--- config.mk ---
export PLATFORM = sky130hd
export DESIGN_NAME = id_decode_stage
export DESIGN_NICKNAME = d
export VERILOG_FILES = /design/src/rtl/id_decode_stage.sv
export SDC_FILE = /design/constraint.sdc
export NUM_CORES = 1
export LEC_CHECK = 0
export ABC_AREA = 1
export CORE_MARGIN = 5
export CORE_UTILIZATION = 25
export DETAILED_ROUTE_END_ITERATION = 10
export DONT_BUFFER_PORTS = 1
export GPL_ROUTABILITY_DRIVEN = 0
export RECOVER_POWER = 50
export SLEW_MARGIN = 10
export SYNTH_ARGS = -nofsm -noshare
export SYNTH_HDL_FRONTEND = slang
export SYNTH_SLANG_ARGS = --single-unit
--- constraint.sdc ---
create_clock -name i_clk -period 2.2 [get_ports i_clk]
set_clock_uncertainty 0.1 [all_clocks]
set_input_delay 0.44 -clock i_clk [delete_from_list [all_inputs] [get_ports i_clk]]
set_output_delay 0.44 -clock i_clk [all_outputs]
set_load 0.1 [all_outputs]
--- src/rtl/id_decode_stage.sv ---
// RV32I/RV64I instruction-decode stage: combinational field/immediate decode
// captured into a main output register backed by a one-entry skid register.
module id_decode_stage #(
  parameter int XLEN = 32,
  parameter int PC_W = 32
) (
  input  logic            i_clk,
  input  logic            i_rst,
  input  logic            i_flush,
  input  logic            i_in_valid,
  output logic            o_in_ready,
  input  logic [31:0]     i_in_instr,
  input  logic [PC_W-1:0] i_in_pc,
  output logic            o_out_valid,
  input  logic            i_out_ready,
  output logic [PC_W-1:0] o_out_pc,
  output logic [6:0]      o_op,
  output logic [4:0]      o_rd,
  output logic [4:0]      o_rs1,
  output logic [4:0]      o_rs2,
  output logic [2:0]      o_funct3,
  output logic [6:0]      o_funct7,
  output logic [XLEN-1:0] o_imm,
  output logic [3:0]      o_itype,
  output logic            o_illegal
);

  localparam logic [6:0] OPC_R      = 7'b0110011;
  localparam logic [6:0] OPC_OPIMM  = 7'b0010011;
  localparam logic [6:0] OPC_LOAD   = 7'b0000011;
  localparam logic [6:0] OPC_STORE  = 7'b0100011;
  localparam logic [6:0] OPC_BRANCH = 7'b1100011;
  localparam logic [6:0] OPC_JAL    = 7'b1101111;
  localparam logic [6:0] OPC_JALR   = 7'b1100111;
  localparam logic [6:0] OPC_LUI    = 7'b0110111;
  localparam logic [6:0] OPC_AUIPC  = 7'b0010111;
  localparam logic [6:0] OPC_SYSTEM = 7'b1110011;
  localparam bit         RV64       = (XLEN == 64);

  typedef enum logic [3:0] {
    IT_R      = 4'd0,
    IT_OPIMM  = 4'd1,
    IT_LOAD   = 4'd2,
    IT_STORE  = 4'd3,
    IT_BRANCH = 4'd4,
    IT_JAL    = 4'd5,
    IT_JALR   = 4'd6,
    IT_LUI    = 4'd7,
    IT_AUIPC  = 4'd8,
    IT_SYSTEM = 4'd9,
    IT_ILL    = 4'd15
  } itype_e;

  typedef struct packed {
    logic [PC_W-1:0] pc;
    logic [6:0]      op;
    logic [4:0]      rd;
    logic [4:0]      rs1;
    logic [4:0]      rs2;
    logic [2:0]      funct3;
    logic [6:0]      funct7;
    logic [XLEN-1:0] imm;
    itype_e          itype;
    logic            illegal;
  } beat_t;

  logic [6:0]      w_op;
  logic [2:0]      w_f3;
  logic [6:0]      w_f7;
  logic [XLEN-1:0] w_imm_i;
  logic [XLEN-1:0] w_imm_s;
  logic [XLEN-1:0] w_imm_b;
  logic [XLEN-1:0] w_imm_j;
  logic [XLEN-1:0] w_imm_u;
  logic            w_up_zero;
  logic            w_up_sra;
  logic            w_legal;
  itype_e          w_cls;
  beat_t           w_dec;
  logic            w_accept;
  logic            w_pop;

  beat_t           r_main;
  beat_t           r_skid;
  logic            r_main_valid;
  logic            r_skid_valid;

  assign w_op = i_in_instr[6:0];
  assign w_f3 = i_in_instr[14:12];
  assign w_f7 = i_in_instr[31:25];

  assign w_imm_i = XLEN'($signed(i_in_instr[31:20]));
  assign w_imm_s = XLEN'($signed({i_in_instr[31:25], i_in_instr[11:7]}));
  assign w_imm_b = XLEN'($signed({i_in_instr[31], i_in_instr[7], i_in_instr[30:25],
                                  i_in_instr[11:8], 1'b0}));
  assign w_imm_j = XLEN'($signed({i_in_instr[31], i_in_instr[19:12], i_in_instr[20],
                                  i_in_instr[30:21], 1'b0}));
  assign w_imm_u = XLEN'($signed({i_in_instr[31:12], 12'b0}));

  // On RV64 instr[25] is shamt[5], so only instr[31:26] qualify the shift.
  assign w_up_zero = RV64 ? (i_in_instr[31:26] == 6'b000000)
                          : (i_in_instr[31:25] == 7'b0000000);
  assign w_up_sra  = RV64 ? (i_in_instr[31:26] == 6'b010000)
                          : (i_in_instr[31:25] == 7'b0100000);

  // NOTE: every signal driven in an always_comb gets a default on entry, so no
  // path through the case statements can leave it unassigned and infer a latch.
  always_comb begin
    w_cls   = IT_ILL;
    w_legal = 1'b0;
    case (w_op)
      OPC_R: begin
        w_cls   = IT_R;
        w_legal = (w_f7 == 7'b0000000) ||
                  ((w_f7 == 7'b0100000) && ((w_f3 == 3'b000) || (w_f3 == 3'b101)));
      end
      OPC_OPIMM: begin
        w_cls   = IT_OPIMM;
        w_legal = !((w_f3 == 3'b001) && !w_up_zero) &&
                  !((w_f3 == 3'b101) && !(w_up_zero || w_up_sra));
      end
      OPC_LOAD:   begin w_cls = IT_LOAD;   w_legal = 1'b1; end
      OPC_STORE:  begin w_cls = IT_STORE;  w_legal = 1'b1; end
      OPC_BRANCH: begin w_cls = IT_BRANCH; w_legal = 1'b1; end
      OPC_JAL:    begin w_cls = IT_JAL;    w_legal = 1'b1; end
      OPC_JALR:   begin w_cls = IT_JALR;   w_legal = (w_f3 == 3'b000); end
      OPC_LUI:    begin w_cls = IT_LUI;    w_legal = 1'b1; end
      OPC_AUIPC:  begin w_cls = IT_AUIPC;  w_legal = 1'b1; end
      OPC_SYSTEM: begin w_cls = IT_SYSTEM; w_legal = 1'b1; end
      default:    begin w_cls = IT_ILL;    w_legal = 1'b0; end
    endcase
  end

  // Fields a format does not use stay zero; an illegal beat keeps only op and pc.
  always_comb begin
    w_dec         = '0;
    w_dec.pc      = i_in_pc;
    w_dec.op      = w_op;
    w_dec.itype   = IT_ILL;
    w_dec.illegal = 1'b1;
    if (w_legal) begin
      w_dec.itype   = w_cls;
      w_dec.illegal = 1'b0;
      case (w_cls)
        IT_R: begin
          w_dec.rd     = i_in_instr[11:7];
          w_dec.rs1    = i_in_instr[19:15];
          w_dec.rs2    = i_in_instr[24:20];
          w_dec.funct3 = w_f3;
          w_dec.funct7 = w_f7;
        end
        IT_OPIMM: begin
          w_dec.rd     = i_in_instr[11:7];
          w_dec.rs1    = i_in_instr[19:15];
          w_dec.funct3 = w_f3;
          w_dec.imm    = w_imm_i;
          if ((w_f3 == 3'b001) || (w_f3 == 3'b101)) w_dec.funct7 = w_f7;
        end
        IT_LOAD, IT_JALR, IT_SYSTEM: begin
          w_dec.rd     = i_in_instr[11:7];
          w_dec.rs1    = i_in_instr[19:15];
          w_dec.funct3 = w_f3;
          w_dec.imm    = w_imm_i;
        end
        IT_STORE: begin
          w_dec.rs1    = i_in_instr[19:15];
          w_dec.rs2    = i_in_instr[24:20];
          w_dec.funct3 = w_f3;
          w_dec.imm    = w_imm_s;
        end
        IT_BRANCH: begin
          w_dec.rs1    = i_in_instr[19:15];
          w_dec.rs2    = i_in_instr[24:20];
          w_dec.funct3 = w_f3;
          w_dec.imm    = w_imm_b;
        end
        IT_JAL: begin
          w_dec.rd  = i_in_instr[11:7];
          w_dec.imm = w_imm_j;
        end
        IT_LUI, IT_AUIPC: begin
          w_dec.rd  = i_in_instr[11:7];
          w_dec.imm = w_imm_u;
        end
        default: ;
      endcase
    end
  end

  assign o_in_ready = !r_skid_valid;
  assign w_accept   = i_in_valid && o_in_ready;
  assign w_pop      = r_main_valid && i_out_ready;

  // NOTE: state registers use non-blocking assignments so every register samples
  // pre-edge values; the skid->main move relies on reading the old r_skid.
  always_ff @(posedge i_clk) begin
    if (i_rst) begin
      r_main_valid <= 1'b0;
      r_skid_valid <= 1'b0;
      // NOTE: the data registers are reset too, not just their valid bits,
      // because the outputs must read all-zero straight out of reset.
      r_main       <= '0;
      r_skid       <= '0;
    end else if (i_flush) begin
      r_main_valid <= 1'b0;
      r_skid_valid <= 1'b0;
    end else if (w_pop || !r_main_valid) begin
      if (r_skid_valid) begin
        r_main       <= r_skid;
        r_main_valid <= 1'b1;
        r_skid_valid <= w_accept;
        if (w_accept) r_skid <= w_dec;
      end else begin
        r_main_valid <= w_accept;
        if (w_accept) r_main <= w_dec;
      end
    end else if (w_accept) begin
      r_skid       <= w_dec;
      r_skid_valid <= 1'b1;
    end
  end

  assign o_out_valid = r_main_valid;
  assign o_out_pc    = r_main.pc;
  assign o_op        = r_main.op;
  assign o_rd        = r_main.rd;
  assign o_rs1       = r_main.rs1;
  assign o_rs2       = r_main.rs2;
  assign o_funct3    = r_main.funct3;
  assign o_funct7    = r_main.funct7;
  assign o_imm       = r_main.imm;
  assign o_itype     = r_main.itype;
  assign o_illegal   = r_main.illegal;

endmodule

==> results_dict.tcl, run 1 <==
set metrics [dict create \
    fin_crit_sh_pct 95.3 \
    grt_max_degree 114 \
    drive_gt1_share_pct 14.9 \
    dieArea_um2 39000 \
    rsz0062_at_grt "no" \
    finalCoreUtilization_pct 32.3 \
    status "finished, final reports clean" \
    pwr-share-comb_pct 11.7 \
    cts_tree "yes" \
    areaGrowthSynthToFinish_pct 27.4 \
    multi_input_area_um2 4060 \
    yosys_warnings 0 \
    worst-path-buf-inv 3 \
    drc 0 \
    clk_path_buf_depth 3 \
    overflow 0 \
    pin_count 172 \
    syn-num-nets 1331 \
    top_layer "met5" \
    critPathTopFamily "buffers and inverters" \
    cts_sinks 204 \
    detailroute.via_count 8618 \
    fp-row-count 68 \
    path_cells "inv_4, buf_12, buf_4" \
    endpoint_kind "output pin" \
    clkPwrFrac_pct 44.6 \
    grt_use_total_pct 14.2 \
    h-tree-depth 1 \
    path_clk_slew_ps 60 \
    p_seq_share_pct 43.8 \
    slowest_stage "buf_4" \
    reg2reg_depth 7 \
    critPathKind "reg2out" \
    internal-power_uw 6310 \
    powerDensity_nw_per_um2 779 \
    worst_pin_slew_ps 651 \
    r2r_setup_slack_ps 260 \
    grt_pass1_wl_mm 45.3 \
    cp-startpoint "r_skid_valid$_SDFFE_PP0P_" \
    path_depth 3 \
    n_fill_cell 3693 \
    max_freq_mhz 477 \
    cts_made_buffers 24 \
    vdd_ir_drop_max_uv 568 \
    start_util_pct 25.3 \
    hp-class "in2reg" \
    vias_per_cell 4.65 \
    die_x_um 197 \
    antenna_found_initial 2 \
    dpl.hpwl_mm 18.6 \
    synth_cell_types 29 \
    power_uw 8710 \
    synth_area_um2 8780 \
    initialDrtViolationCount 511 \
    slew_headroom_pct 56.6 \
    setup_viol 0 \
    root_buffer "clkbuf_16" \
    insertion_delay_ps 520 \
    dr_wl_met3_mm 2.00 \
    drv_cap 0 \
    cp.arrival_ps 1560 \
    whs_ps 25.7 \
    die_y_um 197 \
    critPathRequiredTime_ps 1660 \
    seq_area_frac_synth_pct 46.5 \
    start_kind "flop" \
    wl_met1_mm 12.0 \
    whs_path_depth 2 \
    period_minus_slack_ps 2100 \
    avgSynthCellArea_um2 6.95 \
    avgRoutedWirePerCell_um 15.3 \
    wl_met2_mm 13.3 \
    switchingPower_uw 2400 \
    ant_nets 0 \
    first_global_vias 8240 \
    synth-seq-cells 204 \
    slew_viol_final 0 \
    drt_wl_total_mm 28.4 \
    core-area_um2 34600 \
    crit_end "o_in_ready" \
    syn_inst 1262 \
    hold_viol 0 \
    r2r_end "r_skid[55]$_SDFFE_PP0P_" \
    p_leak_uw 0.00520 \
    first_pass_iters 5 \
    switching_share_pct 27.5 \
    port_buffers 0 \
    crit_path_max_incr_delay_ps 350 \
    r2r_start "o_out_valid$_SDFFE_PP0N_" \
    cp_max_fo 62 \
    fin_nets 1449 \
    seq_area_um2 4090 \
]
## kinds of logic (layout without fill, tap and decap cells)
group,Yosys count,count (layout),synth area share [%]
other,0,1,0
and+or+nand+nor,509,509,23.4
buffers and inverters,175,309,7.71
DFF,204,204,46.5
AOI/OAI and AO/OA,374,374,22.3
## Yosys cell counts
library cell  number  area [um2]
nor2_1           111         417
dfxtp_1          204        4080
o21ai_0          146         731
nand2_4            1        11.3
nand2_2           10        62.6
buf_1             10        37.5
o22ai_1            1        6.26
nor2_2             1        6.26
nand3_2            2        20.0
nor3_1             1        5.00
o31ai_1            1        7.51
inv_2              6        22.5
o211ai_1           7        52.6
a2111oi_0          1        8.76
nand4_1            8        50.1
o21ai_1            3        15.0
nor3_2             1        10.0
nand3_1           31         155
buf_2              4        20.0
nor2_4             2        22.5
a21o_1             5        37.5
inv_1             75         282
buf_6              1        11.3
buf_4              2        15.0
a21oi_1          171         856
a31oi_1           39         244
clkbuf_1          77         289
nand4_4            1        21.3
nand2_1          340        1280
## timing repair
| action | in CTS | in global routing |
|---|---|---|
| gates resized for setup | 0 | 11 |
| setup buffers | 0 | 1 |
| setup endpoints to repair | 0 | 52 |
| hold buffers | 49 | 0 |
| endpoints found under the hold margin | 149 | 0 |
## metrics by stage
step,instance area (um2),setup slack (ps),setup TNS [ps],instances
final,11200,103,0,1852
after global routing,11200,46.7,0,1851
after CTS,11400,19.6,0,1850
after detailed placement,10100,-39.2,-227,1759
after global placement,10100,-60.4,-201,1759
after floorplan,8780,185,0,1262
## cell type report
class | instances | area share [%]
inverters | 81 | 2.77
flip-flops and latches | 204 | 36.5
diodes | 1 | 0.0224
multi-input cells | 883 | 36.3
repair buffers | 186 | 12.5
clock buffers | 37 | 6.26
clock inverters | 5 | 0.526
well taps | 455 | 5.09
## power groups by stage
stage                     Sequential (uW)  Combinational (uW)  Clock, uW
after floorplan                      4330                 312          0
after global placement               3890                 934          0
after detailed placement             3890                 943          0
after CTS                            3810                1060       4000
after global routing                 3820                1090       4150
final                                3810                1020       3880
## how the worst min path moves through the flow
stage          slack [ps]               startpoint                 endpoint
6_report               30           i_in_instr[20]  r_skid[47]$_SDFFE_PP0P_
5_1_grt                20           i_in_instr[20]  r_skid[47]$_SDFFE_PP0P_
4_1_cts                 4           i_in_instr[20]  r_skid[47]$_SDFFE_PP0P_
3_3_place_gp          330  r_skid[38]$_SDFFE_PP0P_  r_skid[38]$_SDFFE_PP0P_
3_5_place_dp          330  r_skid[39]$_SDFFE_PP0P_  r_skid[39]$_SDFFE_PP0P_
2_1_floorplan         320  r_skid[37]$_SDFFE_PP0P_  r_skid[37]$_SDFFE_PP0P_
## cell usage in the layout, fill, tap and decap left out, types with 2 or more instances in the layout
cell type and count:
inv_4 2, clkbuf_1 9, a21oi_1 167, inv_1 72, buf_12 9, inv_2 6
dlygate4sd3_1 47, o211ai_1 7, nand3_2 3, a21o_1 5, nor2_1 110, nand2_2 12
nand2_1 338, buf_4 27, nand3_1 30, clkbuf_8 3, clkbuf_16 25, a21oi_2 4
o21ai_1 3, o21ai_0 146, clkinv_2 2, clkinvlp_4 2, a31oi_1 39, nor2_4 3
clkbuf_2 101, dfxtp_1 203, nand4_1 8
## routing by layer
| layer | up-vias | track usage [%] |
|---|---|---|
| met4 | 6 | 5.03 |
| li1 | 4387 | - |
| met1 | 3929 | 17.6 |
| met5 | - | 0 |
| met3 | 62 | 3.82 |
| met2 | 234 | 23.8 |
## flip-flops by register name, summed over array words and instances, names as in the netlist
signal,cells
r_skid,101
o_imm,32
o_out_pc,32
o_funct7,7
o_op,7
o_rd,5
o_rs1,5
o_rs2,5
o_itype,4
o_funct3,3
o_illegal,1
o_out_valid,1
r_skid_valid,1
## worst reg2reg max path, cell delays in order, from the launching register on
cell and delay, ps:
dfxtp_1 330, inv_1 40, nor2_1 260, nand4_1 260, inv_4 150, buf_12 340
o21ai_0 240, a21oi_1 160
Power figures use the tool's default switching activity.
==> inputs of run 2 (changes only) <==
--- a/config.mk
+++ b/config.mk
@@ -8,10 +8,12 @@
 export ABC_AREA = 1
 export CORE_MARGIN = 5
 export CORE_UTILIZATION = 25
+export CTS_CLUSTER_SIZE = 30
 export DETAILED_ROUTE_END_ITERATION = 10
 export DONT_BUFFER_PORTS = 1
 export GPL_ROUTABILITY_DRIVEN = 0
 export RECOVER_POWER = 50
+export SETUP_SLACK_MARGIN = 0.4
 export SLEW_MARGIN = 10
 export SYNTH_ARGS = -nofsm -noshare
 export SYNTH_HDL_FRONTEND = slang
==> constraint.sdc (replaced) <==
create_clock -name i_clk -period 2.7 [get_ports i_clk]
set_clock_uncertainty 0.1 [all_clocks]
set_input_delay 0.54 -clock i_clk [delete_from_list [all_inputs] [get_ports i_clk]]
set_output_delay 0.54 -clock i_clk [all_outputs]
set_load 0.1 [all_outputs]
==> run 2 against run 1 <==
First-iteration DRC count increased by 0.98%. Clock power decreased by 16%. Largest cell class unchanged. Sequential power decreased by 18%.
==> results_dict.tcl, run 2 (synthesis gave the netlist of run 1 again) <==
set metrics [dict create \
    top_register "r_skid" \
    final_cells 1788 \
    core-area_um2 34600 \
    worst_pin_slew_ps 1220 \
    path_clk_slew_ps 60 \
    p_seq_share_pct 43.7 \
    period_minus_slack_ps 2370 \
    detailroute.via_count 8392 \
    powerDensity_nw_per_um2 678 \
    pre_cts_ws_ps 293 \
    switchingPower_uw 1940 \
    finalInstanceArea_um2 10500 \
    cp_max_fo 2 \
    clk_path_buf_depth 3 \
    die_x_um 197 \
    start_util_pct 25.3 \
    clkPwrFrac_pct 45.8 \
    switching_share_pct 27.3 \
    path_cells "clkbuf_1" \
    max_freq_mhz 421 \
    p_leak_uw 0.00481 \
    antenna_found_initial 0 \
    crit_path_max_incr_delay_ps 890 \
    pwr-share-comb_pct 10.5 \
    endpoint_kind "output pin" \
    overflow 0 \
    fin_nets 1387 \
    slew_viol_final 0 \
    hp-class "in2reg" \
    dpl.hpwl_mm 18.7 \
    status "finished, final reports clean" \
    drt_wl_total_mm 28.5 \
    cts_made_buffers 25 \
    fin_crit_sh_pct 87.9 \
    hold_viol 0 \
    dieArea_um2 39000 \
    place_area_um2 9950 \
    grt_max_degree 143 \
    port_buffers 0 \
    placed_cells 1741 \
    finalWorstSetupSlack_ps 325 \
    final_cell_mix "340 x nand2_1, 204 x dfxtp_1, 171 x a21oi_1, 147 x o21ai_0, 111 x nor2_1" \
    initialDrtViolationCount 516 \
    slew_headroom_pct 18.7 \
    setup_viol 0 \
    die_y_um 197 \
    finalCoreUtilization_pct 30.3 \
    critPathTopFamily "buffers and inverters" \
    first_global_vias 7840 \
    grt_use_total_pct 14.1 \
    ant_nets 0 \
    fp-row-count 68 \
    insertion_delay_ps 530 \
    pin_count 172 \
    critPathRequiredTime_ps 2060 \
    start_kind "flop" \
    largest_register_ffs 101 \
    vdd_ir_drop_max_uv 434 \
    hold_buffers 5 \
    h-tree-depth 1 \
    final_common_cell "nand2_1" \
    rsz0062_at_grt "no" \
    slowest_stage "clkbuf_1" \
    avgRoutedWirePerCell_um 16.0 \
    drv_cap 0 \
    first_pass_iters 5 \
    areaGrowthSynthToFinish_pct 19.5 \
    vias_per_cell 4.69 \
    cts_tree "yes" \
    root_buffer "clkbuf_16" \
    drc 0 \
    drive_gt1_share_pct 11.1 \
    internal-power_uw 5170 \
    cts_resized 0 \
    grt_pass1_wl_mm 44.6 \
    cp.arrival_ps 1730 \
    critPathKind "reg2out" \
    post_cts_buffers 0 \
    final.setup.tns_ps 0 \
    worst-path-buf-inv 1 \
    diodes 0 \
    cts_sinks 204 \
]
[run 2: cell count changes in the layout (fill, tap and decap cells not counted), sizes merged]
cell	previous run	this run
dlygate4sd3	47	4
buf	37	23
clkbuf	138	134
clkinv	3	2
diode	1	0
dlymetal6s4s	1	0
[run 2: final cells by class]
type,instances,area [um2]
clock inverter,4,60.1
timing repair buffer,123,718
sequential,204,4080
clock buffer,38,734
fill,3767,24100
tap,455,569
multi-input combinational,883,4020
inverter,81,307
[run 2: final timing paths]
kind | cells past startpoint | from | to | slack [ps]
max reg2reg | 7 | o_out_valid$_SDFFE_PP0N_ | o_funct3[1]$_SDFFE_PP0P_ | 480
min | 2 | i_in_pc[13] | r_skid[82]$_SDFFE_PP0P_ | 50
min reg2reg | 2 | r_skid[39]$_SDFFE_PP0P_ | r_skid[39]$_SDFFE_PP0P_ | 340
max | 1 | o_imm[28]$_SDFFE_PP0P_ | o_imm[28] | 330
[run 2: per-stage QoR]
step | power [uW] | hold WS, ps
3_3_place_gp | 3930 | 327
5_1_grt | 7420 | 24.4
6_report | 7110 | 46.8
3_5_place_dp | 3930 | 328
2_1_floorplan | 3780 | 319
4_1_cts | 7270 | 16.5
[run 2: per-layer routing]
metal / global-route usage, % / wire length [um] / vias to the layer above
li1: - / - / 4255
met1: 17.7 / 11900 / 3864
met2: 22.8 / 13100 / 218
met3: 4.49 / 2400 / 55
met4: 5.29 / 1080 / 0
met5: 0 / 0 / -
[run 2: power groups by stage]
stage	Combinational, uW	Clock [uW]	Sequential, uW
after global placement	755	0	3170
after CTS	794	3370	3110
after detailed placement	760	0	3170
after floorplan	254	0	3530
after global routing	805	3510	3110
final	750	3260	3110
==> RTL edit, RTL diff (settings of run 1) <==
Set the parameter `PC_W` to 36 (it was 32).
--- a/src/rtl/id_decode_stage.sv
+++ b/src/rtl/id_decode_stage.sv
@@ -3,5 +3,5 @@
 module id_decode_stage #(
   parameter int XLEN = 32,
-  parameter int PC_W = 32
+  parameter int PC_W = 36
 ) (
   input  logic            i_clk,
Interface: changed (resized i_in_pc and o_out_pc); port bits go from 172 to 180. The function was not compared with the original's and may differ.
==> RTL edit against run 1 <==
Cell area grew 5.1%. Power rose by 4.9%. Worst setup slack lost 0.0043 ns. Count of clock-buffer cells in the layout decreased by 3. Sequential cell count is 8 higher. Area after synthesis up 5.0%. Critical endpoint is now o_imm[8]. Wire length increased by 7.7%. Register-to-register slack got worse by 0.05 ns. Critical path type is now input port to register.
==> RTL edit: results (changes against run 1) <==
| Metric | Value |
|---|---|
| Largest register FFs | 105 (+4.0%) |
| Ant diodes | 0 (-1) |
| Worst reg-to-reg setup slack | 0.21 ns (-0.05 ns) |
| VDD IR max | 0.495 mV (-13%) |
| Number of synthesis warnings | 0 (unchanged) |
| DR pass1 iterations | 6 (+1) |
| Largest net degree at the start of global routing | 117 (+2.6%) |
| Sequential fraction of the synthesis area | 0.461 (-0.00480) |
| Final WL | 30600 um (+7.7%) |
| Hold Path End | r_skid[10] |
| Worst Hold Slack | 0.0278 ns (+0.00204 ns) |
| Syn Nets | 1389 (+4.4%) |
| Outcome | finished, final reports clean |
| Leak Pwr | 5.45 nW (+4.9%) |
| RR Endpoint | r_skid[16] |
| Netlist cell types | 26 (-10%) |
| First-pass GRT wire length | 47300 um (+4.4%) |
| Nets@finish | 1519 (+4.8%) |
| Via density per instance | 4.70 (+1.1%) |
| Worst hold stages | 2 (unchanged) |
| Worst Path Max Fanout | 6 (-90%) |
| MaxCap Viol Count | 0 (unchanged) |
| R2R depth | 7 (unchanged) |
| TritonCTS buffer count | 27 (+13%) |
| GRT Resource Usage Total | 0.140 (-0.00156) |
| Reg clk slew, reported paths | 0.06 ns (about the same) |
| Min-Delay Path Class | input port to register |
| # fillers | 3911 (+5.9%) |
| Initial antenna violation count | 0 (-2) |
| Commonest cells in the netlist | 351 x nand2_1, 212 x dfxtp_1, 156 x a21oi_1 |
| Synth Flop Type | dfxtp_1 |
| Htree depth | 1 (unchanged) |
| Initial DRC count | 659 (+29%) |
| Proportion of layout cells with a drive suffix above 1 | 0.149 (about the same) |
| Top post-synthesis cells by area | dfxtp_1 46%, nand2_1 14%, a21oi_1 8.5% |
| Hpwl dp | 19600 um (+5.4%) |
| Vias in the first global route | 8324 (+1.0%) |
| Max clock buf depth | 3 (unchanged) |
| Hold Path Origin | i_in_instr[25] |
| Slew margin rel. | 0.499 (-0.0675) |
## RTL edit: cells by family (layout without fill, tap and decap cells)
group | count (synthesis) | in the layout | synth area share
buf+inv | 165 | 312 | 0.0764
compound gates | 347 | 347 | 0.196
flops | 212 | 212 | 0.461
simple gates | 592 | 592 | 0.267
## RTL edit: worst max path at each step
stage	start	to	slack [ns]
after detailed placement	i_in_instr[1]	o_imm[26]	0.02
final	i_in_instr[5]	o_imm[8]	0.1
after global routing	i_in_instr[6]	o_imm[26]	-0.04
after global placement	i_in_instr[1]	o_imm[23]	0.05
after CTS	i_in_instr[3]	o_imm[26]	0.07
after floorplan	o_out_valid	r_skid[103]	0.19
## RTL edit: per-stage QoR
step                TNS (ns)  cells  area, um2  power [mW]  setup slack (ns)
finish                     0   1931      11800        9.14            0.0988
global route         -0.0762   1931      11800        9.52           -0.0362
CTS                        0   1927      11900        9.32            0.0705
detailed placement         0   1813      10400        5.06            0.0212
global placement           0   1813      10400        5.05            0.0499
floorplan                  0   1316       9220        4.86             0.195
## RTL edit: report_power, final
part	internal, mW	total [mW]	switching (mW)
registers	3.93	3.97	0.0386
clock network	2.32	4.05	1.73
logic	0.261	1.12	0.860
total	6.51	9.14	2.63
## RTL edit: routing by layer
layer  track usage  vias to the layer above  part of all wire
met5             0                        -                 0
met4        0.0291                        0             0.021
met3        0.0460                       44             0.092
met2         0.225                      283              0.45
met1         0.185                     4164              0.44
li1              -                     4592                 -
## RTL edit: area by class of cell
type                    count  area [um2]  share of cell area
inverters                  65         253              0.0215
multi-input cells         939        4310               0.366
clock buffers              34         722              0.0614
clock inverters            12        82.6             0.00703
well taps                 468         586              0.0498
flip-flops and latches    212        4250               0.361
repair buffers            201        1560               0.133
## RTL edit: repair_timing
action / 4_1_cts / 5_1_grt
resized for setup: 0 / 19
endpoints found under the hold margin: 178 / 0
buffers inserted: 0 / 3
endpoints found under the setup margin: 0 / 52
hold buffers: 68 / 0
## RTL edit: worst max-delay path: stages
cell and delay, ns:
dlygate4sd3_1 0.62, inv_2 0.09, nor3_1 0.28, nand2_2 0.17
nand2_4 0.13, inv_2 0.06, nand3_1 0.12, buf_4 0.16
nand3_1 0.12, nand2_1 0.09, nand2_1 0.06, a21oi_1 0.11
